<file path="src/rtl/div_pkg.sv">
// Shared definitions for the iterative divider.
//   DIV_WIDTH           default operand/result width
//   DIV/DIVU/REM/REMU   divControl encodings
//                       bit 0 = unsigned, bit 1 = remainder
//   divState_t          controller state encoding
//   is_signed_op        helper: decodes the signedness of an operation
//   is_rem_op           helper: decodes whether the remainder is returned
package div_pkg;

    localparam int DIV_WIDTH = 32;

    localparam logic [1:0] DIV  = 2'b00;
    localparam logic [1:0] DIVU = 2'b01;
    localparam logic [1:0] REM  = 2'b10;
    localparam logic [1:0] REMU = 2'b11;

    typedef enum logic [2:0] {
        S_IDLE  = 3'd0,
        S_SETUP = 3'd1,
        S_RUN   = 3'd2,
        S_FIX   = 3'd3,
        S_DONE  = 3'd4
    } divState_t;

    function automatic logic is_signed_op(input logic [1:0] ctrl);
        return ~ctrl[0];
    endfunction

    function automatic logic is_rem_op(input logic [1:0] ctrl);
        return ctrl[1];
    endfunction

endpackage

</file>
<file path="src/rtl/div_step.sv">
// One combinational restoring-division iteration on unsigned magnitudes.
// Ports:
//   rem, quo         current partial remainder / quotient shift register
//   divisor          divisor magnitude
//   rem_next         partial remainder after this iteration
//   quo_next         quotient after this iteration
module div_step
    import div_pkg::*;
#(
    parameter int WIDTH = DIV_WIDTH
) (
    input  logic [WIDTH-1:0] rem,
    input  logic [WIDTH-1:0] quo,
    input  logic [WIDTH-1:0] divisor,
    output logic [WIDTH-1:0] rem_next,
    output logic [WIDTH-1:0] quo_next
);

    // The shifted remainder can be up to 2*divisor-1, so it needs one extra bit.
    logic [WIDTH:0]   w_shifted;
    logic [WIDTH-1:0] w_diff;
    logic             w_fits;

    assign w_shifted = {rem, quo[WIDTH-1]};
    assign w_fits    = (w_shifted >= {1'b0, divisor});
    // When the trial fits, the difference is below the divisor, so the
    // truncated subtraction is exact.
    assign w_diff    = w_shifted[WIDTH-1:0] - divisor;

    assign rem_next  = w_fits ? w_diff : w_shifted[WIDTH-1:0];
    assign quo_next  = {quo[WIDTH-2:0], w_fits};

endmodule

</file>
<file path="src/rtl/div_controller.sv">
// Multi-cycle divide/remainder unit for a pipelined core.
// The unit stalls the pipeline while a division is running.
// Ports:
//   clk, reset     rising-edge clock, asynchronous active-high reset
//   start          divide/remainder instruction decoded
//   divControl     operation select: 00 DIV, 01 DIVU, 10 REM, 11 REMU
//   A, B           dividend / divisor (captured when start is accepted)
//   stall          hold the PC and suppress regWrite while high
//   done           one-cycle pulse; the result is valid and the instruction retires
//   divResult      quotient or remainder; held until the next result is ready
module div_controller
    import div_pkg::*;
#(
    parameter int WIDTH = DIV_WIDTH
) (
    input  logic             clk,
    input  logic             reset,
    input  logic             start,
    input  logic [1:0]       divControl,
    input  logic [WIDTH-1:0] A,
    input  logic [WIDTH-1:0] B,
    output logic             stall,
    output logic             done,
    output logic [WIDTH-1:0] divResult
);

    localparam int              CW       = $clog2(WIDTH + 1);
    localparam logic [CW-1:0]   ITERS    = CW'(WIDTH);
    localparam logic [WIDTH-1:0] MOST_NEG = {1'b1, {(WIDTH-1){1'b0}}};

    divState_t        r_state;
    logic [1:0]       r_ctrl;
    logic [WIDTH-1:0] r_a;
    logic [WIDTH-1:0] r_b;
    logic [WIDTH-1:0] r_rem;
    logic [WIDTH-1:0] r_quo;
    logic [WIDTH-1:0] r_div;
    logic [WIDTH-1:0] r_result;
    logic [CW-1:0]    r_cnt;

    logic             w_signed;
    logic             w_is_rem;
    logic             w_a_neg;
    logic             w_b_neg;
    logic             w_div_zero;
    logic             w_overflow;
    logic [WIDTH-1:0] w_a_mag;
    logic [WIDTH-1:0] w_b_mag;
    logic [WIDTH-1:0] w_rem_next;
    logic [WIDTH-1:0] w_quo_next;
    logic [WIDTH-1:0] w_q_fix;
    logic [WIDTH-1:0] w_r_fix;

    // Sign handling uses the latched operands, which stay stable for the whole operation.
    assign w_signed   = is_signed_op(r_ctrl);
    assign w_is_rem   = is_rem_op(r_ctrl);
    assign w_a_neg    = w_signed & r_a[WIDTH-1];
    assign w_b_neg    = w_signed & r_b[WIDTH-1];
    assign w_a_mag    = w_a_neg ? -r_a : r_a;
    assign w_b_mag    = w_b_neg ? -r_b : r_b;
    assign w_div_zero = (r_b == '0);
    assign w_overflow = w_signed && (r_a == MOST_NEG) && (r_b == '1);

    // The quotient sign follows XOR of the operand signs; the remainder takes the dividend's sign.
    assign w_q_fix    = (w_a_neg ^ w_b_neg) ? -r_quo : r_quo;
    assign w_r_fix    = w_a_neg ? -r_rem : r_rem;

    div_step #(.WIDTH(WIDTH)) u_step (
        .rem      (r_rem),
        .quo      (r_quo),
        .divisor  (r_div),
        .rem_next (w_rem_next),
        .quo_next (w_quo_next)
    );

    always_ff @(posedge clk or posedge reset) begin
        if (reset) begin
            r_state  <= S_IDLE;
            r_ctrl   <= '0;
            r_a      <= '0;
            r_b      <= '0;
            r_rem    <= '0;
            r_quo    <= '0;
            r_div    <= '0;
            r_result <= '0;
            r_cnt    <= '0;
        end else begin
            unique case (r_state)
                S_IDLE: begin
                    if (start) begin
                        r_ctrl  <= divControl;
                        r_a     <= A;
                        r_b     <= B;
                        r_state <= S_SETUP;
                    end
                end
                S_SETUP: begin
                    r_quo <= w_a_mag;
                    r_div <= w_b_mag;
                    r_rem <= '0;
                    r_cnt <= ITERS;
                    // Special cases skip the iterations and produce the result directly.
                    if (w_div_zero) begin
                        r_result <= w_is_rem ? r_a : '1;
                        r_state  <= S_DONE;
                    end else if (w_overflow) begin
                        r_result <= w_is_rem ? '0 : r_a;
                        r_state  <= S_DONE;
                    end else begin
                        r_state  <= S_RUN;
                    end
                end
                S_RUN: begin
                    r_rem <= w_rem_next;
                    r_quo <= w_quo_next;
                    r_cnt <= r_cnt - CW'(1);
                    // The last iteration takes the counter from 1 to 0.
                    if (r_cnt == CW'(1)) begin
                        r_state <= S_FIX;
                    end
                end
                S_FIX: begin
                    r_result <= w_is_rem ? w_r_fix : w_q_fix;
                    r_state  <= S_DONE;
                end
                S_DONE: begin
                    r_state <= S_IDLE;
                end
                default: begin
                    r_state <= S_IDLE;
                end
            endcase
        end
    end

    // stall rises in the same cycle as start, so the PC never advances past the instruction.
    assign stall     = ((r_state == S_IDLE) && start) ||
                       (r_state == S_SETUP) || (r_state == S_RUN) || (r_state == S_FIX);
    assign done      = (r_state == S_DONE);
    assign divResult = r_result;

endmodule

</file>
<file path="config.mk">
export PLATFORM = sky130hd
export DESIGN_NAME = div_controller
export DESIGN_NICKNAME = d
export VERILOG_FILES = /design/src/rtl/div_pkg.sv /design/src/rtl/div_step.sv /design/src/rtl/div_controller.sv
export SDC_FILE = /design/constraint.sdc
export NUM_CORES = 1
export LEC_CHECK = 0
export BUFFER_PORTS_ARGS = -buffer_cell sky130_fd_sc_hd__buf_2
export CAP_MARGIN = 20
export CORE_ASPECT_RATIO = 1.5
export CORE_MARGIN = 2
export CORE_UTILIZATION = 45
export DETAILED_ROUTE_END_ITERATION = 6
export PLACE_DENSITY_LB_ADDON = 0.3
export SLEW_MARGIN = 10
export SYNTH_ARGS = -nofsm -noshare
export SYNTH_HDL_FRONTEND = slang
export SYNTH_HIERARCHICAL = 1
export SYNTH_SLANG_ARGS = --single-unit
</file>
<file path="constraint.sdc">
create_clock -name clk -period 16.45 [get_ports clk]
set_input_delay 0.8225 -clock clk [delete_from_list [all_inputs] [get_ports clk]]
set_output_delay 0.8225 -clock clk [all_outputs]
set_load 0.05 [all_outputs]
</file>
---- Yosys cells after proc, flatten, opt, wreduce, memory -nomap -nowiden ----
Index checks and enable logic that the tools add are counted.
word-level totals
  output and inout port bits .............. 34
  flip-flop bits (word level) ............. 203
  bits of input ports ..................... 69
operators by class
  multiplexer cells ....................... 19
  reductions and logical operators ........ 13
  $add $sub $neg .......................... 6
  order comparisons ....................... 1
  equality and inequality tests ........... 10
  bitwise gates (word level) .............. 4
operators by type and width
  kind                  count
  $mux 32               10
  $pmux 32 s2           3
  $neg 32->32           4
  $eq 32x32->1 const B  2
  $ge 33x32->1          1
  $logic_not 32->1      1
  $sub 32x32->32        1
  $mux 3                4
  $pmux 3 s4            1
  $pmux 6 s2            1
  $eq 3x2->1 const B    2
  $eq 6x1->1 const B    1
  $reduce_and 2->1      3
  $sub 6x1->6 const B   1
  $ne 2x2->1 const B    2
  $reduce_bool 2->1     2
  $eq 3x1->1 const B    1
  $eq 3x3->1 const B    1
  $logic_and 1x1->1     3
  $logic_not 3->1       1
  $logic_or 1x1->1      3
  $ne 3x3->1 const B    1
  $and 1x1->1           2
  $not 1->1             1
  $xor 1x1->1           1

---- Logic depth before layout (Yosys ltp) ----
  depth in word-level cells ............... 6
  depth in mapped cells ................... 16
  gate-level depth less buffers ........... 13

---- Modules after synthesis ----
The synthesis kept the hierarchy.
modules (own cells, without submodules)
  module          sequential area each (µm²)  times used  area each (µm²)  cells an instance
  div_controller  5,079.9                     1           11,292.1         1,160
  div_step        0.0                         1           2,571.2          355

---- Worst setup path after synthesis ----
OpenSTA, ideal clock, no wires.
  path kind ............................... register to register
  from .................................... register r_rem[6]
  to ...................................... register r_rem[21]
  period minus slack after synthesis ...... 3.116 ns
  library setup time ...................... 0.121 ns
  setup slack ............................. 13.334 ns
  arrival time ............................ 2.995 ns
  cell stages (with the launch flop) ...... 14
  required time ........................... 16.329 ns
  cells stage by stage .................... dfrtp_1 > ha_1 > a21oi_2 > a211oi_1 > or3_4 > nor4b_4 > o21ai_2 > a31oi_4 > o21a_4 > inv_2 > buf_6 > buf_12 > mux2_4 > a22o_1
between the ends
  longest elaborated chain between the ends .. 3
  elaborated cells on any way between the ends .. 4
  those cells by class .................... 1 x add/sub; 1 x order compare; 2 x mux
RTL lines
  element                   line                   text
  start: declaration        div_controller.sv:35   logic [WIDTH-1:0] r_rem;
  start signal: assignment  div_controller.sv:114  r_rem <= w_rem_next;
  $ge 33x32->1              div_step.sv:25         assign w_fits = (w_shifted >= {1'b0, divisor});
  via u_step.w_fits         div_step.sv:22         logic w_fits;
  $mux 32                   div_step.sv:30         assign rem_next = w_fits ? w_diff : w_shifted[WIDTH-1:0];
  via w_rem_next[21]        div_controller.sv:49   logic [WIDTH-1:0] w_rem_next;
  $pmux 32 s2               div_controller.sv:88   unique case (r_state)
The timed path passes the listed nets, and every way through them passes these cells.
A chain may end at the register's enable or synchronous reset.

---- Worst setup path in the final report ----
  from .................................... register r_rem[10]
  to ...................................... register r_rem[3]
between the ends
  longest elaborated chain between the ends .. 3
RTL lines
  element            line                  text
  $ge 33x32->1       div_step.sv:25
  via w_quo_next[0]  div_controller.sv:50  logic [WIDTH-1:0] w_quo_next;
  $mux 32            div_step.sv:30
  via w_rem_next[3]  div_controller.sv:49
  $pmux 32 s2        div_controller.sv:88
The timed path passes the listed nets, and every way through them passes these cells.

==> flow_summary.ini <==
[status]
status = completed

[die]
chipHeight_um = 219
num_rows = 78
coreArea_mm2 = 0.0303
initial_core_util_pct = 45.8
die_w_um = 147
ios = 103
die_area_mm2 = 0.0323

[logic_synthesis]
synthesis.area_mm2 = 0.0139
syn_inst = 1515
yosysWarnings = 6
synth-seq-area-share_pct = 36.6
avgSynthCellArea_um2 = 9.15
yosys_register_bits = 203
synth_edf_count = 0
synth.largest_area_cell = dfrtp_1
synth_ff_type = dfrtp_1
syn-num-nets = 1624
async_flop_share_pct = 100
synth_top_cell_area_share_pct = 36.6
yosys-top-cells-area = dfrtp_1 37%, mux2_2 6.8%, xnor2_1 6.1%, o21ai_0 4.3%, ha_1 3.5%
yosysUniqueCellTypes = 83

[sta]
max_freq_ghz = 0.265
clock_skew_ns = 0.00921
setup_violations = 0
setup_slack_ns = 12.68
hold_viol = 0
fin_crit_sh_pct = 22.9
worstMarginPinSlew_ns = 1.13
final_max_slew_viol_count = 0
fin_crit_ns = 3.77
rsz0062_at_grt = false
slew_headroom_pct = 24.6
holdWs_ns = 0.473
tns_ns = 0

[route]
firstDrtPassIters = 5
routed_wl_um = 41500
vias = 11800
drt_iter0_drc = 811
postRouteAntennaNets = 0
vias_per_cell = 6.04
wl_per_cell_um = 21.3
route.detailed.drc = 0

[placement]
io_buffers = 102
pre_cts_slack_ns = 12.70
gp_congestion = 0.953
dp_hpwl_um = 30500

[setup_path]
r2r_start = r_rem[10]
reg2reg_depth = 11
critPathLaunchType = register
timing.rr.end = r_rem[3]
r2r_slack_ns = 12.68
required_ns = 16.86
critPathKind = reg -> reg
crit_fanout = 29
arrival_ns = 4.18
crit_start = r_rem[10]
end_kind = register
setup.worst_path.end = r_rem[3]

[run]
maxCapViolCount = 0

[clock_tree]
post_cts_buffers = 0
clkTransAtPathRegs_ns = 0.07
clk_path_buf_depth = 3
cts_buffers = 22
clk_latency_ns = 0.53
cts_tree = yes
htreeDepth = 1
root_buffer = clkbuf_16
ctsResizeCount = 0
cts_hold_buf = 0
clkSinkCount = 203

[min_path]
hp-class = in -> async

[global_route]
first_global_vias = 11700
antenna_found_initial = 0
grtUsageTotal_pct = 25.7
grt_start_max_net_pins = 141
grt_overflow = 0
grt_pass1_wl_um = 65500

[pwr]
fin_total_pwr_mw = 3.86
p_leak_nw = 6.52
p_per_area_mw_per_mm2 = 255
ir_drop_uv = 111

[layout]
num_antenna_cells = 0
drive_above_1_share_pct = 18.3
nets = 1638
final_common_cell = dfrtp_1
post-route-util_pct = 50.1
layout_common_cells = 203 x dfrtp_1, 118 x o21ai_0, 102 x buf_2
syn_to_final_growth_pct = 9.38
[synthesized netlist by cell type (8+ instances only)]
master	n
o41ai_1	10
mux2_2	84
nor4_1	32
nand2_1	100
nand3_1	14
nand2b_1	10
and2_1	8
buf_2	9
nor2b_1	13
ha_1	39
nand4_1	20
o211ai_1	8
and3_1	8
a22o_1	30
nor3_1	52
xnor2_1	97
o31ai_1	12
a211oi_1	10
dfrtp_1	203
a21oi_1	77
xor2_1	37
o21ai_0	118
a31oi_1	29
a21o_1	10
buf_4	33
inv_1	62
nor2_1	103
mux2_4	9
a22oi_1	25
mux2i_1	21
clkbuf_1	80
or4_1	8
o22ai_1	12
[cell type report]
class                           instances  area, µm²
Multi-Input combinational cell       1120       7940
Clock inverter                         12        153
Clock buffer                           28        613
Inverter                               63        244
Tap cell                              400        500
Timing Repair Buffer                  119        638
Fill cell                            2985      15100
Sequential cell                       203       5080
[kinds of logic after synthesis]
group / share of synthesized area (%)
compound gates: 20.2
mux: 9.31
simple gates: 15.3
flops: 36.6
fa+ha+maj: 3.66
buf+inv: 6.45
xor+xnor: 8.47
[flip-flops by register name, summed over array words and instances, names as in the netlist]
signal,count
divResult,32
r_a,32
r_b,32
r_div,32
r_quo,32
r_rem,32
r_cnt,6
r_state,3
r_ctrl,2
[metal layers]
metal  up-vias  GRT usage, %  share of wire (%)
li1       5516             -                  -
met1      5762          29.6                 38
met2       367          46.0                 50
met3       109          2.45                4.3
met4         0          15.8                6.8
met5         -             0                  0
[critical path, cell delays in order (launching register included)]
cell	delay, ns
dfrtp_1	0.46
ha_1	0.44
nand4_1	0.21
nor3_1	0.33
o211ai_1	0.18
nor4b_4	0.18
o21ai_2	0.19
a31oi_4	0.13
o21a_4	0.28
inv_2	0.60
mux2_2	0.41
a22o_1	0.21
[worst min-delay path by stage]
| stage | slack (ns) | start | endpoint |
|---|---|---|---|
| floorplan | 0.45 | r_cnt[4] | r_cnt[4] |
| global placement | 0.46 | r_cnt[4] | r_cnt[4] |
| detailed placement | 0.47 | r_div[7] | r_div[7] |
| CTS | 0.48 | r_cnt[4] | r_cnt[4] |
| global route | 0.50 | A[0] | r_a[0] |
| finish | 0.47 | reset | r_a[30] |
[through the flow]
stage                     instance area, µm²  std cells
final                                  15200       1945
after global routing                   15200       1945
after CTS                              15200       1945
after detailed placement               14400       1905
after global placement                 14400       1905
after floorplan                        13900       1515
[where the power goes]
group	internal (mW)	leakage (nW)	total, mW	switching, mW
combinational	0.936	3.62	2.26	1.32
clock	0.312	0.380	0.530	0.217
sequential	0.731	2.52	1.07	0.338
Power figures use the tool's default switching activity.
